===== config.mk =====
export PLATFORM = sky130hd
export DESIGN_NAME = sync_fifo_prog_flat
export DESIGN_NICKNAME = d
export VERILOG_FILES = /design/src/rtl/fifo_pkg.sv /design/src/rtl/sync_fifo_prog_if.sv /design/src/rtl/fifo_mem.sv /design/src/rtl/sync_fifo_prog.sv /design/src/flat_wrapper.sv
export SDC_FILE = /design/constraint.sdc
export NUM_CORES = 1
export LEC_CHECK = 0
export BUFFER_PORTS_ARGS = -buffer_cell sky130_fd_sc_hd__buf_4
export CORE_MARGIN = 2
export CORE_UTILIZATION = 45
export DETAILED_ROUTE_END_ITERATION = 8
export MAX_ROUTING_LAYER = met4
export PLACE_DENSITY = 0.62
export RECOVER_POWER = 50
export SLEW_MARGIN = 0
export SYNTH_ARGS = -nofsm -noshare
export SYNTH_HDL_FRONTEND = slang
export SYNTH_SLANG_ARGS = --single-unit

===== constraint.sdc =====
create_clock -name clk_i -period 6.1 [get_ports clk_i]
set_clock_uncertainty 0.2 [all_clocks]
set_input_delay 0.915 -clock clk_i [delete_from_list [all_inputs] [get_ports clk_i]]
set_output_delay 0.915 -clock clk_i [all_outputs]
set_load 0.01 [all_outputs]

===== src/rtl/fifo_pkg.sv =====
// Shared FIFO definitions: derived widths, read-mode constants and
// error-flag bit positions used by both the single- and dual-clock FIFOs.
package fifo_pkg;

    // Read-mode selector values for the FWFT parameter
    localparam int MODE_STD  = 0;
    localparam int MODE_FWFT = 1;

    // Bit positions of the sticky error flags inside the error vector
    localparam int ERR_WR_BIT = 0;
    localparam int ERR_RD_BIT = 1;
    localparam int ERR_BITS   = 2;

    // Memory address width for a power-of-two depth
    function automatic int addr_width(input int depth);
        return $clog2(depth);
    endfunction

    // Pointer/count width: address bits plus one wrap bit so that
    // full and empty can be told apart
    function automatic int cnt_width(input int depth);
        return $clog2(depth) + 1;
    endfunction

endpackage


===== src/rtl/sync_fifo_prog_if.sv =====
// Producer/consumer-side bundle of the single-clock programmable FIFO.
// The slave modport is the FIFO itself; the master is whatever drives it.
interface sync_fifo_prog_if
    import fifo_pkg::*;
#(
    parameter int WIDTH = 8,
    parameter int DEPTH = 16
);
    localparam int CW = cnt_width(DEPTH);

    logic             wr_en_i;
    logic [WIDTH-1:0] wdata_i;
    logic             rd_en_i;
    logic [WIDTH-1:0] rdata_o;
    logic             full_o;
    logic             empty_o;
    logic             almost_full_o;
    logic             almost_empty_o;
    logic [CW-1:0]    count_o;
    logic [CW-1:0]    afull_thr_i;
    logic [CW-1:0]    aempty_thr_i;
    logic             err_clr_i;
    logic             wr_error_o;
    logic             rd_error_o;

    modport master (
        output wr_en_i, wdata_i, rd_en_i, afull_thr_i, aempty_thr_i, err_clr_i,
        input  rdata_o, full_o, empty_o, almost_full_o, almost_empty_o,
               count_o, wr_error_o, rd_error_o
    );

    modport slave (
        input  wr_en_i, wdata_i, rd_en_i, afull_thr_i, aempty_thr_i, err_clr_i,
        output rdata_o, full_o, empty_o, almost_full_o, almost_empty_o,
               count_o, wr_error_o, rd_error_o
    );

endinterface


===== src/rtl/fifo_mem.sv =====
// DEPTH x WIDTH register array with one synchronous write port and one
// asynchronous read port, so the FIFO can offer both registered and
// fall-through read data from the same storage.
module fifo_mem #(
    parameter int WIDTH = 8,
    parameter int DEPTH = 16,
    parameter int AW    = $clog2(DEPTH)
) (
    input  logic             clk_i,
    input  logic             we_i,
    input  logic [AW-1:0]    waddr_i,
    input  logic [WIDTH-1:0] wdata_i,
    input  logic [AW-1:0]    raddr_i,
    output logic [WIDTH-1:0] rdata_o
);
    logic [WIDTH-1:0] mem [DEPTH];

    // Storage is never reset; only accepted writes touch it
    always_ff @(posedge clk_i) begin
        if (we_i) begin
            mem[waddr_i] <= wdata_i;
        end
    end

    assign rdata_o = mem[raddr_i];

endmodule


===== src/rtl/sync_fifo_prog.sv =====
// Single-clock FIFO with live occupancy, programmable almost-full/empty
// thresholds, sticky overflow/underflow flags and selectable
// first-word-fall-through read mode.
module sync_fifo_prog
    import fifo_pkg::*;
#(
    parameter int WIDTH = 8,
    parameter int DEPTH = 16,
    parameter int FWFT  = MODE_STD
) (
    input  logic            clk_i,
    input  logic            clr_i,
    sync_fifo_prog_if.slave bus
);
    localparam int CW = cnt_width(DEPTH);
    localparam int AW = addr_width(DEPTH);

    logic [CW-1:0]       wr_ptr;
    logic [CW-1:0]       rd_ptr;
    logic [CW-1:0]       wr_ptr_n;
    logic [CW-1:0]       rd_ptr_n;
    logic [CW-1:0]       count_q;
    logic [CW-1:0]       count_n;
    logic                full_q;
    logic                empty_q;
    logic                afull_q;
    logic                aempty_q;
    logic [ERR_BITS-1:0] err_q;
    logic [ERR_BITS-1:0] err_set;
    logic [WIDTH-1:0]    mem_rdata;
    logic [WIDTH-1:0]    rdata_q;
    logic                wa;
    logic                ra;

    // A request is only honoured when the registered flag allows it, so a
    // full FIFO never passes through and an empty one never bypasses
    assign wa = bus.wr_en_i & ~full_q;
    assign ra = bus.rd_en_i & ~empty_q;

    assign wr_ptr_n = wr_ptr + CW'(wa);
    assign rd_ptr_n = rd_ptr + CW'(ra);
    assign count_n  = wr_ptr_n - rd_ptr_n;

    // Refused requests raise the matching error bit for this cycle
    always_comb begin
        err_set             = '0;
        err_set[ERR_WR_BIT] = bus.wr_en_i & full_q;
        err_set[ERR_RD_BIT] = bus.rd_en_i & empty_q;
    end

    fifo_mem #(
        .WIDTH (WIDTH),
        .DEPTH (DEPTH),
        .AW    (AW)
    ) u_mem (
        .clk_i   (clk_i),
        .we_i    (wa),
        .waddr_i (wr_ptr[AW-1:0]),
        .wdata_i (bus.wdata_i),
        .raddr_i (rd_ptr[AW-1:0]),
        .rdata_o (mem_rdata)
    );

    // Pointers, registered flags from next-state count, sticky errors and
    // the read-data register (set beats clear on the error flags)
    always_ff @(posedge clk_i) begin
        if (clr_i) begin
            wr_ptr   <= '0;
            rd_ptr   <= '0;
            count_q  <= '0;
            full_q   <= 1'b0;
            empty_q  <= 1'b1;
            afull_q  <= 1'b0;
            aempty_q <= 1'b1;
            err_q    <= '0;
            rdata_q  <= '0;
        end else begin
            wr_ptr   <= wr_ptr_n;
            rd_ptr   <= rd_ptr_n;
            count_q  <= count_n;
            full_q   <= (count_n == CW'(DEPTH));
            empty_q  <= (count_n == '0);
            afull_q  <= (count_n >= bus.afull_thr_i);
            aempty_q <= (count_n <= bus.aempty_thr_i);
            err_q    <= err_set | (err_q & ~{ERR_BITS{bus.err_clr_i}});
            if (ra) begin
                rdata_q <= mem_rdata;
            end
        end
    end

    // In fall-through mode the head word is shown live; rdata_q then only
    // acts as the shadow that holds the last popped word while empty
    generate
        if (FWFT == MODE_FWFT) begin : g_fwft
            assign bus.rdata_o = empty_q ? rdata_q : mem_rdata;
        end else begin : g_std
            assign bus.rdata_o = rdata_q;
        end
    endgenerate

    assign bus.full_o         = full_q;
    assign bus.empty_o        = empty_q;
    assign bus.almost_full_o  = afull_q;
    assign bus.almost_empty_o = aempty_q;
    assign bus.count_o        = count_q;
    assign bus.wr_error_o     = err_q[ERR_WR_BIT];
    assign bus.rd_error_o     = err_q[ERR_RD_BIT];

endmodule

===== src/flat_wrapper.sv =====
// flat-port wrapper written by rule: the top's interface ports become plain ports
module sync_fifo_prog_flat import fifo_pkg::*;
#(
    parameter int WIDTH = 8,
    parameter int DEPTH = 16,
    parameter int FWFT  = MODE_STD
)
  (clk_i, clr_i, bus_wr_en_i, bus_wdata_i, bus_rd_en_i, bus_afull_thr_i, bus_aempty_thr_i, bus_err_clr_i, bus_rdata_o, bus_full_o, bus_empty_o, bus_almost_full_o, bus_almost_empty_o, bus_count_o, bus_wr_error_o, bus_rd_error_o);
  sync_fifo_prog_if #(.WIDTH(WIDTH), .DEPTH(DEPTH)) bus_i ();
  input  logic clk_i;
  input  logic clr_i;
  input wire logic [$bits(bus_i.wr_en_i)-1:0] bus_wr_en_i;
  input wire logic [$bits(bus_i.wdata_i)-1:0] bus_wdata_i;
  input wire logic [$bits(bus_i.rd_en_i)-1:0] bus_rd_en_i;
  input wire logic [$bits(bus_i.afull_thr_i)-1:0] bus_afull_thr_i;
  input wire logic [$bits(bus_i.aempty_thr_i)-1:0] bus_aempty_thr_i;
  input wire logic [$bits(bus_i.err_clr_i)-1:0] bus_err_clr_i;
  output wire logic [$bits(bus_i.rdata_o)-1:0] bus_rdata_o;
  output wire logic [$bits(bus_i.full_o)-1:0] bus_full_o;
  output wire logic [$bits(bus_i.empty_o)-1:0] bus_empty_o;
  output wire logic [$bits(bus_i.almost_full_o)-1:0] bus_almost_full_o;
  output wire logic [$bits(bus_i.almost_empty_o)-1:0] bus_almost_empty_o;
  output wire logic [$bits(bus_i.count_o)-1:0] bus_count_o;
  output wire logic [$bits(bus_i.wr_error_o)-1:0] bus_wr_error_o;
  output wire logic [$bits(bus_i.rd_error_o)-1:0] bus_rd_error_o;
  assign bus_i.wr_en_i = bus_wr_en_i;
  assign bus_i.wdata_i = bus_wdata_i;
  assign bus_i.rd_en_i = bus_rd_en_i;
  assign bus_i.afull_thr_i = bus_afull_thr_i;
  assign bus_i.aempty_thr_i = bus_aempty_thr_i;
  assign bus_i.err_clr_i = bus_err_clr_i;
  assign bus_rdata_o = bus_i.rdata_o;
  assign bus_full_o = bus_i.full_o;
  assign bus_empty_o = bus_i.empty_o;
  assign bus_almost_full_o = bus_i.almost_full_o;
  assign bus_almost_empty_o = bus_i.almost_empty_o;
  assign bus_count_o = bus_i.count_o;
  assign bus_wr_error_o = bus_i.wr_error_o;
  assign bus_rd_error_o = bus_i.rd_error_o;
  sync_fifo_prog #(.WIDTH(WIDTH), .DEPTH(DEPTH), .FWFT(FWFT)) u_core (.clk_i(clk_i), .clr_i(clr_i), .bus(bus_i));
endmodule

==> summary by stage <==
Drt
The number of nets still failing antenna checks after routing is 0. In the routed design, unresolved DRC markers number 0. The number of vias per cell is 5.38.

The wire length after detailed routing is 12300 um. The wire length per cell is 20.5 um. The overall via count from detail_route is 3221. For this run, the detailed router's first-pass iteration total came to 7. For this block, the initial DRC count from the detailed router was 201.

Hold path
The class of the worst hold path is reg2reg. The end point of the most critical hold path is u_core.bus.rdata_o[4]. Along the worst hold path, the cell count comes to 2. The origin of the worst min-delay path is u_core.bus.rdata_o[4].

Timing
Counting I/O delays and the setup requirement, the final critical path takes 4.47 ns. Setup repair after global routing left no endpoint under its margin. Setup slack on the critical path of the routed design comes to 1.63 ns. The achievable clock frequency is 223 MHz. The max-slew violation count was 0. The number of hold violations in the final report was 0. The post-route clock period utilization is 0.734. The number of setup violations in the final report is 0.

The slew at the pin closest to its max-slew limit is 1.21 ns. The aggregate negative setup slack is 0 ns. Hold is met by 0.260 ns. The worst max-slew margin expressed relative to the limit is 0.192.

Floorplan
Measured along the x axis, the die boundary spans 123 um. The boundary pin count is 42. The initial core utilization is 0.460. The floorplan die area is 0.0151 sq mm. The floorplan step set the die height to 123 um.

The standard-cell row count is 43. The area of the placeable core is 0.0138 sq mm.

Clocking
In this run, CTS created clock tree buffers numbering 17. The number of instances resized during post-cts repair is 0. The tree is rooted in a clkbuf_16.

The CTS tree is yes. Clock latency on the worst-skew pair, taken at its later pin, is 0.42 ns. The number of setup buffers added after CTS is 0. In this run, post-CTS hold repair placed 0 buffers.

The maximum buffer depth of the clock tree is 2. The number of H-tree levels is 4. After clock tree synthesis, the clock-pin slew on the worst setup and hold paths is 0.06 ns. The TritonCTS sink count is 157.

Yosys
The synthesized design contains 128 enable-type register cells. Synthesis produced a netlist with a net count of 394. The cell with the most instances after synthesis is edfxtp_1.

The share of synthesized area in the top cell type comes to 0.605. By area the synthesized netlist is led by edfxtp_1 60%, mux4_2 14%, dfxtp_1 9.1%. The post-synthesis average cell area is 17.9 sq um. The number of register bits inferred by synthesis is 157. For this run, asynchronously set or reset flops after synthesis account for 0. Synthesis instantiated 39 different standard cells from the library. The predominant post-synthesis flop cell is edfxtp_1. The count of yosys warnings during synthesis is 0.

The biggest area contributor in the post-synthesis netlist is edfxtp_1. The cell area that synthesis handed to floorplanning was 0.00636 sq mm. The sequential fraction of the synthesis area is 0.696. The instance count of the mapped netlist is 355. Ranked by instance count, the synthesized netlist is headed by 128 x edfxtp_1, 40 x mux4_2, 29 x dfxtp_1, 26 x nor2_1, 19 x nand2_1.

Place
The worst-case setup slack after placement is 1.18 ns. The HPWL after detailed placement is 8100 um. In this run the tool buffered the top-level ports with 41 buffer cells. The congestion estimate from routability-driven global placement came to 0.775.

The instance area at placement is 0.00685 sq mm.

Critical path
Of all nets on the critical path, the largest fanout is 9. The worst path required time is 6.20 ns. The source of the worst register-to-register timing path is u_core.bus.empty_o. The sort of element at the end of the critical path is a register.

The setup check on the worst reg-to-reg path leaves a slack of 1.84 ns. The worst register-to-register path ends at u_core.bus.almost_empty_o. The type of origin of the critical path is an input pin.

The critical path data arrival time is 4.57 ns. The critical setup path kind is in2reg. The worst reg2reg path depth is 16.

GRT
The number of antenna violations at the first check in global routing was 0. For met1 alone, demand over resource in global routing was 0.246. The all-layer global routing usage is 0.182.

The via count of the first global-routing pass is 3230. In the global route stage, met3 resource usage came out at 0.0516. Entering global routing, the biggest net connects 36 pins.

The sum of overflow across all layers after global routing is 0. The most utilized layer in the global route result is met2. The first global-routing pass estimated 18800 um of wire. For met2 alone, demand over resource in global routing was 0.270.

Final layout
Relative to the synthesized area, the layout overhead comes to 14.4%. Of the cells placed in the final design, the portion with a size suffix greater than 1 is 0.239. Measured on the finished design, the core utilization comes to 0.526. With fillers left out, the area of the finished cells amounts to 0.00727 sq mm.

0 antenna diodes ended up in the layout. The final net count is 445.

Outcome
The run finished with clean final reports.

Power
The maximum resistive drop on vdd is 0.000226 V. The power density relative to cell area is 362 mW/mm^2. The static power due to leakage is 0.00243 uW.

Job
The tool flagged a number of max-cap violations equal to 0.
worst max-delay path, cell delays in order:
cell      delay, ns
clkbuf_4       0.11
nand2b_1       0.24
clkinv_1       0.30
ha_1           0.31
ha_1           0.32
fa_1           0.43
maj3_1         0.38
nor2_1         0.10
o21ai_1        0.09
xnor2_2        0.19
ha_1           0.37
nand4b_1       0.14
nand3_1        0.13
nand2_1        0.06
or3_1          0.31
nand3_1        0.09
o211ai_2       0.07
where the power goes:
group | internal (uW) | total, uW | switching, uW
combinational | 202 | 448 | 246
clock | 554 | 955 | 401
sequential | 1210 | 1230 | 20.0
total | 1960 | 2630 | 666
registers in the layout, summed over array words and instances, names as in the netlist:
name / count
u_core.bus.rdata_o: 8
u_core.wr_ptr: 5
u_core.bus.almost_full_o: 1
u_core.err_q: 2
u_core.rd_ptr: 5
u_core.bus.count_o: 5
u_core.bus.almost_empty_o: 1
u_core.bus.full_o: 1
u_core.u_mem.mem: 128
u_core.bus.empty_o: 1
layout by cell type (no fill, tap or decap), drive strengths merged, types with 2 or more instances in the layout:
| cell | count |
|---|---|
| nor3 | 4 |
| nand4 | 3 |
| clkbuf | 49 |
| and2 | 2 |
| nand2 | 19 |
| nor2 | 26 |
| xor2 | 6 |
| buf | 17 |
| a21oi | 13 |
| clkinv | 12 |
| a22oi | 2 |
| xnor2 | 7 |
| nor2b | 3 |
| o21ai | 2 |
| maj3 | 2 |
| nand3b | 2 |
| dfxtp | 29 |
| edfxtp | 128 |
| nand3 | 7 |
| nand2b | 4 |
| inv | 16 |
| ha | 15 |
| mux4 | 40 |
cells by family (layout without fill, tap and decap cells):
logic type               after synthesis  after routing  share of synthesized area
AO/OA/AOI/OAI                         21             21                     0.0211
XOR/XNOR                              13             13                     0.0238
adder cells (fa/ha/maj)               18             18                     0.0360
buffers and inverters                 31             95                     0.0236
flip-flops                           157            157                      0.696
multiplexers                          40             40                      0.142
AND/OR/NAND/NOR                       75             75                     0.0577
worst max-delay path by stage:
stage                startpoint                        end  slack [ns]  depth (start not counted)
global route        bus_rd_en_i  u_core.bus.almost_empty_o        1.32                         17
CTS                 bus_rd_en_i  u_core.bus.almost_empty_o        1.62                         17
global placement    bus_rd_en_i  u_core.bus.almost_empty_o        1.32                         17
detailed placement  bus_rd_en_i  u_core.bus.almost_empty_o        1.18                         17
floorplan           bus_rd_en_i  u_core.bus.almost_empty_o        1.54                         17
finish              bus_rd_en_i  u_core.bus.almost_empty_o        1.63                         17
layout make-up:
cell class                      instances  area, sq um
Clock inverter                         13         98.8
Fill cell                            1134         6560
Timing Repair Buffer                   47          248
Tap cell                              180          225
Multi-Input combinational cell        167         1780
Inverter                               16         60.1
Sequential cell                       157         4430
Clock buffer                           19          433
per-layer routing:
| metal | part of all wire | wire length [um] |
|---|---|---|
| met5 | 0 | 0 |
| met4 | 0.012 | 152 |
| met3 | 0.051 | 625 |
| met2 | 0.47 | 5810 |
| met1 | 0.46 | 5720 |
through the flow:
step                      instances  power, uW
after global placement          567       1720
after floorplan                 355       1580
after global routing            599       2750
final                           599       2630
after CTS                       599       2680
after detailed placement        567       1730
No activity file was read; power rests on OpenSTA's default activity.
